## config.mk

```make
export PLATFORM = sky130hd
export DESIGN_NAME = sid_voice_mixer_flat
export DESIGN_NICKNAME = d
export VERILOG_FILES = /design/src/rtl/sid_voice_mixer_if.sv /design/src/rtl/sid_voice_mixer.sv /design/src/flat_wrapper.sv
export SDC_FILE = /design/constraint.sdc
export NUM_CORES = 1
export LEC_CHECK = 0
export ABC_AREA = 0
export ABC_CLOCK_PERIOD_IN_PS = 4650
export BUFFER_PORTS_ARGS = -buffer_cell sky130_fd_sc_hd__buf_2
export CAP_MARGIN = 0
export CORE_MARGIN = 8
export CORE_UTILIZATION = 60
export DETAILED_ROUTE_END_ITERATION = 8
export PLACE_DENSITY_LB_ADDON = 0.05
export SYNTH_ARGS = -nofsm -noshare
export SYNTH_HDL_FRONTEND = slang
export SYNTH_SLANG_ARGS = --single-unit
```

## constraint.sdc

```tcl
create_clock -name clock -period 4.65 [get_ports clock]
set_input_delay 0 -clock clock [delete_from_list [all_inputs] [get_ports clock]]
set_output_delay 0 -clock clock [all_outputs]
set_load 0.02 [all_outputs]
```

## src/rtl/sid_voice_mixer_if.sv

```systemverilog
// Bus bundle between the voice generators, the filter and the mixer: voice/register inputs, mixed outputs.
// The master modport drives ce_1m, the voices and the register images; the slave modport (the mixer) returns samples and status.
interface sid_voice_mixer_if;
  logic               ce_1m;
  logic signed [11:0] voice1;
  logic signed [11:0] voice2;
  logic signed [11:0] voice3;
  logic signed [15:0] filt_in;
  logic        [7:0]  res_filt;
  logic        [7:0]  mode_vol;
  logic signed [15:0] filt_out;
  logic signed [15:0] audio_out;
  logic               audio_valid;
  logic               busy;
  logic               overrun;

  modport master (
    output ce_1m, voice1, voice2, voice3, filt_in, res_filt, mode_vol,
    input  filt_out, audio_out, audio_valid, busy, overrun
  );

  modport slave (
    input  ce_1m, voice1, voice2, voice3, filt_in, res_filt, mode_vol,
    output filt_out, audio_out, audio_valid, busy, overrun
  );
endinterface

```

## src/rtl/sid_voice_mixer.sv

```systemverilog
// SID voice router/mixer: filter send, 3OFF, volume scale, saturation; SID_MIX_DIGI_EN adds a +512 DC offset.
// Latency 6 clocks from ce_1m; no backpressure -- ce_1m while busy is dropped and sets sticky overrun.
module sid_voice_mixer (
  input  logic           clock,
  input  logic           reset,
  sid_voice_mixer_if.slave bus
);

  typedef enum logic [2:0] {IDLE, ACC1, ACC2, ACC3, MIX, SCALE, OUT} state_t;

`ifdef SID_MIX_DIGI_EN
  localparam logic [16:0] DC_OFFSET = 17'd512;
`else
  localparam logic [16:0] DC_OFFSET = 17'd0;
`endif

  state_t             state;
  logic signed [11:0] v1_s, v2_s, v3_s;
  logic signed [15:0] fin_s;
  logic        [2:0]  route_s;
  logic               off3_s;
  logic        [3:0]  vol_s;
  logic signed [15:0] facc;
  logic signed [13:0] dacc;
  logic signed [16:0] mix;
  logic signed [21:0] prod;
  logic signed [21:0] scaled;
  logic               unused_bits;

  assign scaled      = prod >>> 4;
  assign unused_bits = &{1'b0, bus.res_filt[7:3], bus.mode_vol[6:4]};

  function automatic logic signed [15:0] sx16(input logic signed [11:0] v);
    return {{4{v[11]}}, v};
  endfunction

  function automatic logic signed [13:0] sx14(input logic signed [11:0] v);
    return {{2{v[11]}}, v};
  endfunction

  always_ff @(posedge clock) begin
    if (reset) begin
      state           <= IDLE;
      v1_s            <= '0;
      v2_s            <= '0;
      v3_s            <= '0;
      fin_s           <= '0;
      route_s         <= '0;
      off3_s          <= 1'b0;
      vol_s           <= '0;
      facc            <= '0;
      dacc            <= '0;
      mix             <= '0;
      prod            <= '0;
      bus.filt_out    <= '0;
      bus.audio_out   <= '0;
      bus.audio_valid <= 1'b0;
      bus.busy        <= 1'b0;
      bus.overrun     <= 1'b0;
    end else begin
      bus.audio_valid <= 1'b0;
      if (bus.ce_1m && state != IDLE) bus.overrun <= 1'b1;
      case (state)
        IDLE: begin
          if (bus.ce_1m) begin
            v1_s     <= bus.voice1;
            v2_s     <= bus.voice2;
            v3_s     <= bus.voice3;
            fin_s    <= bus.filt_in;
            route_s  <= bus.res_filt[2:0];
            off3_s   <= bus.mode_vol[7];
            vol_s    <= bus.mode_vol[3:0];
            facc     <= '0;
            dacc     <= '0;
            bus.busy <= 1'b1;
            state    <= ACC1;
          end
        end
        ACC1: begin
          if (route_s[0]) facc <= facc + sx16(v1_s);
          else            dacc <= dacc + sx14(v1_s);
          state <= ACC2;
        end
        ACC2: begin
          if (route_s[1]) facc <= facc + sx16(v2_s);
          else            dacc <= dacc + sx14(v2_s);
          state <= ACC3;
        end
        ACC3: begin
          // 3OFF only mutes voice 3 on the direct path; a routed voice 3 still feeds the filter.
          if (route_s[2])   facc <= facc + sx16(v3_s);
          else if (!off3_s) dacc <= dacc + sx14(v3_s);
          state <= MIX;
        end
        MIX: begin
          bus.filt_out <= facc;
          mix   <= {{3{dacc[13]}}, dacc} + {fin_s[15], fin_s} + DC_OFFSET;
          state <= SCALE;
        end
        SCALE: begin
          prod  <= 22'(mix) * 22'($signed({1'b0, vol_s}));
          state <= OUT;
        end
        OUT: begin
          if (scaled > 22'sd32767)       bus.audio_out <= 16'sh7fff;
          else if (scaled < -22'sd32768) bus.audio_out <= 16'sh8000;
          else                           bus.audio_out <= scaled[15:0];
          bus.audio_valid <= 1'b1;
          bus.busy        <= 1'b0;
          state           <= IDLE;
        end
        default: state <= IDLE;
      endcase
    end
  end

endmodule

```

## src/flat_wrapper.sv

```systemverilog
// flat-port wrapper written by rule: the top's interface ports become plain ports
module sid_voice_mixer_flat 
  (clock, reset, bus_ce_1m, bus_voice1, bus_voice2, bus_voice3, bus_filt_in, bus_res_filt, bus_mode_vol, bus_filt_out, bus_audio_out, bus_audio_valid, bus_busy, bus_overrun);
  sid_voice_mixer_if bus_i ();
  input  logic clock;
  input  logic reset;
  input wire logic [$bits(bus_i.ce_1m)-1:0] bus_ce_1m;
  input wire logic [$bits(bus_i.voice1)-1:0] bus_voice1;
  input wire logic [$bits(bus_i.voice2)-1:0] bus_voice2;
  input wire logic [$bits(bus_i.voice3)-1:0] bus_voice3;
  input wire logic [$bits(bus_i.filt_in)-1:0] bus_filt_in;
  input wire logic [$bits(bus_i.res_filt)-1:0] bus_res_filt;
  input wire logic [$bits(bus_i.mode_vol)-1:0] bus_mode_vol;
  output wire logic [$bits(bus_i.filt_out)-1:0] bus_filt_out;
  output wire logic [$bits(bus_i.audio_out)-1:0] bus_audio_out;
  output wire logic [$bits(bus_i.audio_valid)-1:0] bus_audio_valid;
  output wire logic [$bits(bus_i.busy)-1:0] bus_busy;
  output wire logic [$bits(bus_i.overrun)-1:0] bus_overrun;
  assign bus_i.ce_1m = bus_ce_1m;
  assign bus_i.voice1 = bus_voice1;
  assign bus_i.voice2 = bus_voice2;
  assign bus_i.voice3 = bus_voice3;
  assign bus_i.filt_in = bus_filt_in;
  assign bus_i.res_filt = bus_res_filt;
  assign bus_i.mode_vol = bus_mode_vol;
  assign bus_filt_out = bus_i.filt_out;
  assign bus_audio_out = bus_i.audio_out;
  assign bus_audio_valid = bus_i.audio_valid;
  assign bus_busy = bus_i.busy;
  assign bus_overrun = bus_i.overrun;
  sid_voice_mixer u_core (.clock(clock), .reset(reset), .bus(bus_i));
endmodule
```

Word level (Yosys, flattened, before mapping)
Index checks and enable logic that the tools add are counted.
{ "totals": {"ff_bits": 167, "in_bits": 71, "output_inout_bits": 35, "word_cells": 68} }
{ "op_classes": {"add_sub_neg": 7, "mul": 1, "order_cmp": 2, "n_eq_ne": 14, "muxes": 18, "n_reduce_logical": 9} }
{ "ops": {"columns": ["op", "count"], "rows": [
  ["$mux W16", 6],
  ["$mux W14", 5],
  ["$pmux W16 S4", 1],
  ["$pmux W14 S4", 1],
  ["$add A16 B12 Y16", 3],
  ["$add A14 B12 Y14", 3],
  ["$mul A17 B5 Y22", 1],
  ["$gt A18 B16 Y1 const B", 1],
  ["$lt A18 B16 Y1 const B", 1],
  ["$pmux W3 S6", 1],
  ["$add A14 B16 Y17", 1],
  ["$ne A2 B2 Y1 const B", 5],
  ["$eq A3 B3 Y1 const B", 3],
  ["$eq A3 B2 Y1 const B", 2],
  ["$ne A2 B1 Y1 const B", 3],
  ["$reduce_and A6 Y1", 1],
  ["$reduce_and A5 Y1", 1],
  ["$reduce_and A2 Y1", 2],
  ["$reduce_bool A4 Y1", 1],
  ["$eq A3 B1 Y1 const B", 1],
  ["$logic_not A3 Y1", 1],
  ["$mux W3", 1],
  ["$reduce_bool A3 Y1", 1],
  ["$mux W1", 2],
  ["3 further kinds", 3]
]} }

Longest topological paths before layout
{ "logic_depth": {"ltp_word": 4, "ltp_mapped": 16, "depth_no_buf": 15} }

Worst setup path before layout
OpenSTA, ideal clock, no wires.
{ "synth_path": {"path_type": "register to register", "startpoint": "reg u_core.vol_s[2]", "endpoint": "reg u_core.prod[18]", "setup_time_ns": 0.127, "arrival_ns": 4.006, "required_time_ns": 4.523, "path_slack_ns": 0.517, "stages_incl_launch_ff": 16, "n_path_buf": 1, "synth_period_minus_slack_ns": 4.133, "path_cell_list": "dfxtp_1 clkbuf_1 and2_1 ha_1 fa_1 inv_1 fa_1 inv_1 ha_1 and4_4 a221o_4 a211oi_4 o311ai_4 a31oi_4 mux2i_1 o21ai_1"} }
{ "synth_via": {"elab_chain_cells": 1} }
{ "synth_rtl": {"columns": ["item", "line", "text"], "rows": [
  ["start: declaration", "sid_voice_mixer.sv:22", "logic [3:0] vol_s;"],
  ["start signal: assignment", "sid_voice_mixer.sv:72", "vol_s <= bus.mode_vol[3:0];"],
  ["$mul A17 B5 Y22", "sid_voice_mixer.sv:101", "prod <= 22'(mix) * 22'($signed({1'b0, vol_s}));"],
  ["end signal: assignment", "sid_voice_mixer.sv:101", null],
  ["end: declaration", "sid_voice_mixer.sv:26", "logic signed [21:0] prod;"]
]} }
Every way passes these cells.
A chain may end at the register's enable or synchronous reset.

Worst setup path in the final report
{ "layout_path": {"startpoint": "reg u_core.vol_s[3]", "endpoint": "reg u_core.prod[18]"} }
Same word-level chain as after synthesis.

==> summary.md <==
| Metric | Value |
|---|---|
| Drt via density | `5.67` |
| DRC viols | `0` |
| Skew final | `0.0128 ns` |
| Finished Layout Cells | `1697` |
| Uppermost layer routed | `met4` |
| Metal3 WL | `985 um` |
| Worst r2r dst | `u_core.prod[18]` |
| Vert. Die Dim | `149 um` |
| Most frequent cells in the layout | `nand2_1 (264), dfxtp_1 (163), a21oi_1 (149)` |
| Worst path arrival time | `4.65 ns` |
| FP Rows | `48` |
| CTS max path bufs | `2` |
| Part of the cycle the worst path needs | `0.937` |
| DR WL/cell | `15.8 um` |
| Layout area overhead | `17.5%` |
| Worst-Margin Slew | `1.16 ns` |
| Nets | `1650` |
| Worst path slowest cell | `dfxtp_1` |
| H-Tree Depth | `4` |
| Share of cells above drive strength 1 | `0.114` |
| Average cell area after synthesis | `slightly below 8 sq um` |
| Register bit count reported by yosys | `~160` |
| WL met1 | `11600 um` |
| RSZ-0062 raised after global routing | `no` |
| CP delay by family, top | `adder cells` |
| VDD IR max | `0.000272 V` |
| Clock Pin Slew Worst Setup and Hold Paths | `0.07 ns` |
| DRT antenna net count | `0` |
| CP endpoint kind | `flop` |
| I/O pin cnt | `approximately 110` |
| Worst path bufs/invs | `2` |
| Post-synthesis adder-cell area fraction | `0.170` |
| Post-Synth XOR/XNOR Area | `0.0265` |
| Detail Placement HPWL | `18900 um` |
| Global-route wire length before repair | `between 40000 and 50000 um` |
| Netlist cell types | `78` |
| Post-route setup slack | `0.293 ns` |
| Post-CTS Setup Inserts | `0` |
| CTS sink cnt | `163` |
| Maximum clock frequency | `230 MHz` |
| Pre-CTS setup slack | `0.305 ns` |
| Initial antenna violation count | `1` |
| GP Congestion | `0.933` |
| Die Wd | `149 um` |
| Multiplexer share of the synthesized area | `0.0193` |
| First-pass DRT Iterations | `5` |
| Worst Hold Launch | `reset` |
| Sequential-to-total area share from yosys stat | `0.309` |
| Die ar. | `22100 sq um` |
| Synth Net Count | `1523` |
| Total CTS buffers | `17` |
| Mapped Cells | `1331` |
| CP Cell Sequence | `and2_1, ha_1, fa_1, inv_1, fa_1, inv_1, ha_1, and4_4, a221o_4, a211oi_4, o311ai_4, a31oi_4, mux2i_1, o21ai_1` |
| Synth Area in Compound Gates | `0.200` |
| Most common cell after layout, fill and taps aside | `nand2_1` |
| Gr usage total | `0.243` |
| Gr ovfl total | `0` |
| Largest net degree at the start of global routing | `82` |
| Reg2Reg Setup Slack | `0.29 ns` |
| Final hold violation count | `0` |
| WP data required | `4.95 ns` |
| CP Launch Point | `u_core.vol_s[3]` |
| Slowest cell delay on critical path | `just over 0.6 ns` |
| Fillers | `roughly 1.4k` |
| CTS tree | `built` |
| Crit Path Category | `flop to flop` |
| Synth Flop Type | `dfxtp_1` |
| Fin crit period | `4.36 ns` |
| Core Region | `about 17000 sq um` |
| Synth async-reset ratio | `0` |
| Routed WL | `26800 um` |
| Metal2 WL | `13400 um` |
| Largest family of logic cells by synthesized area | `simple AND/OR/NAND/NOR gates` |
| Root buf cell | `clkbuf_16` |
| Synth Area in Simple Gates | `0.218` |
| Worst setup path endpoint | `u_core.prod[18]` |
| Cell Area, Synth | `10600 sq um` |
| Crit Path Max Fanout | `18` |
| Pins Over Slew Limit | `0` |
| Outcome | `complete, no violations` |
| Initial core utilization | `0.613` |
| Critical Path Source Type | `flop` |
| P_leak | `5.51 nW` |
| FF-to-FF Start | `u_core.vol_s[3]` |
| Power after layout | `approximately 3.5 mW` |
| Count of warnings emitted by yosys | `0` |
| Vias | `9621` |
| Post-synth EDFFs | `0` |
| Initial DRC Count | `506` |
| Hold Crit Class | `primary input to flop` |
| Sum Neg Setup Slack | `0 ns` |
| Clk_lat worst skew | `0.44 ns` |
| Reg2reg path depth | `14` |
| Slew HR | `0.227` |
| Cells after DPL | `~1.6k` |
| Max cap viols | `0` |
| CP Depth | `14` |
| Pwr dens | `between 200 and 300 nW/um^2` |
| Vias in the first global route | `~9k` |
| Final setup fails | `0` |
| Port bufs | `97` |
[flip-flops by register name, indices dropped and copies added, names as in the netlist]
signal / count
u_core.bus.audio_out: 16
u_core.bus.audio_valid: 1
u_core.bus.busy: 1
u_core.bus.filt_out: 16
u_core.bus.overrun: 1
u_core.dacc: 14
u_core.facc: 16
u_core.fin_s: 16
u_core.mix: 17
u_core.off3_s: 1
u_core.prod: 18
u_core.route_s: 3
u_core.state: 3
u_core.v1_s: 12
u_core.v2_s: 12
u_core.v3_s: 12
u_core.vol_s: 4
[cell families (layout without fill, tap and decap cells)]
| family | after synthesis | count (layout) |
|---|---|---|
| and+or+nand+nor | 503 | 503 |
| adders and majority gates | 121 | 121 |
| other | 0 | 1 |
| buffers and inverters | 160 | 300 |
| muxes | 19 | 19 |
| xor gates and xnor gates | 32 | 32 |
| AOI/OAI and AO/OA | 333 | 333 |
| DFF | 163 | 163 |
[power breakdown]
part           leakage, nW  internal, mW  switching (mW)
sequential            1.32          1.45          0.0527
clock                0.301         0.821           0.650
combinational         3.89         0.189           0.290
[synth_stat cells (3+ instances only)]
master | number | area share
a311oi_1 | 3 | 0.0025
a211oi_1 | 7 | 0.0050
nor4_1 | 3 | 0.0018
clkbuf_1 | 54 | 0.019
a21oi_1 | 149 | 0.071
nand2b_1 | 9 | 0.0053
a31oi_1 | 6 | 0.0036
inv_1 | 95 | 0.034
and2_1 | 53 | 0.031
or2_2 | 3 | 0.0018
o211ai_1 | 3 | 0.0021
fa_1 | 37 | 0.070
nor2_1 | 69 | 0.025
o31ai_1 | 7 | 0.0050
mux2i_1 | 17 | 0.016
o21ai_1 | 12 | 0.0057
xnor2_1 | 26 | 0.022
o21bai_1 | 4 | 0.0028
xor2_1 | 6 | 0.0050
dfxtp_1 | 163 | 0.31
nand3_1 | 23 | 0.011
o21ai_0 | 50 | 0.024
nand3b_1 | 5 | 0.0036
a211o_1 | 3 | 0.0025
and3_1 | 7 | 0.0041
ha_1 | 84 | 0.099
nor2b_1 | 11 | 0.0065
nor3b_1 | 9 | 0.0064
nand2_1 | 265 | 0.094
o21ba_2 | 3 | 0.0028
nand4_1 | 7 | 0.0041
a22oi_1 | 13 | 0.0092
nor3_1 | 19 | 0.0090
a2111oi_0 | 4 | 0.0033
inv_2 | 4 | 0.0014
o22ai_1 | 5 | 0.0030
or3_1 | 8 | 0.0047
or4_1 | 5 | 0.0036
buf_2 | 5 | 0.0024
o21a_1 | 12 | 0.0085
a21o_1 | 15 | 0.011
[area by class of cell]
cell class              count  area [sq um]  share of cell area
diodes                      1          2.50            0.000202
clock buffers              18           429              0.0346
inverters                  99           372              0.0299
repair buffers            169          1180              0.0952
clock inverters            14           183              0.0147
multi-input cells        1008          6700               0.540
well taps                 225           282              0.0227
flip-flops and latches    163          3260               0.263
[worst register-to-register path, delay by kind of cell, from the launching register on]
kind | cells | cell delay (ns)
compound gates | 5 | 1.27
fa+ha+maj | 4 | 1.64
flops | 1 | 0.61
simple gates | 2 | 0.41
mux | 1 | 0.19
buf+inv | 2 | 0.10
[per-layer routing]
metal,track usage,vias up
li1,-,4808
met1,0.288,4542
met2,0.428,218
met3,0.0404,53
met4,0.0989,0
met5,0,-
[through the flow]
stage                     utilization  instance area, sq um  hold WS [ns]
after CTS                       0.720                 12400         0.101
after global routing            0.720                 12400         0.128
final                           0.720                 12400         0.101
after floorplan                     -                 10600         0.136
after global placement          0.649                 11200         0.240
after detailed placement        0.649                 11200         0.245
[what timing repair did]
| action | 4_1_cts | 5_1_grt |
|---|---|---|
| resized for setup | 0 | 0 |
| hold endpoints to repair | 61 | 0 |
| hold buffers | 61 | 0 |
[worst min path at each step]
stage,cells after the start,slack [ns],end
2_1_floorplan,2,0.14,u_core.vol_s[0]
3_3_place_gp,3,0.24,u_core.fin_s[6]
3_5_place_dp,3,0.24,u_core.v2_s[4]
4_1_cts,2,0.10,u_core.facc[1]
5_1_grt,2,0.13,u_core.bus.audio_out[15]
6_report,2,0.10,u_core.bus.audio_out[15]
Note: power is estimated with default switching activity, not from simulation.
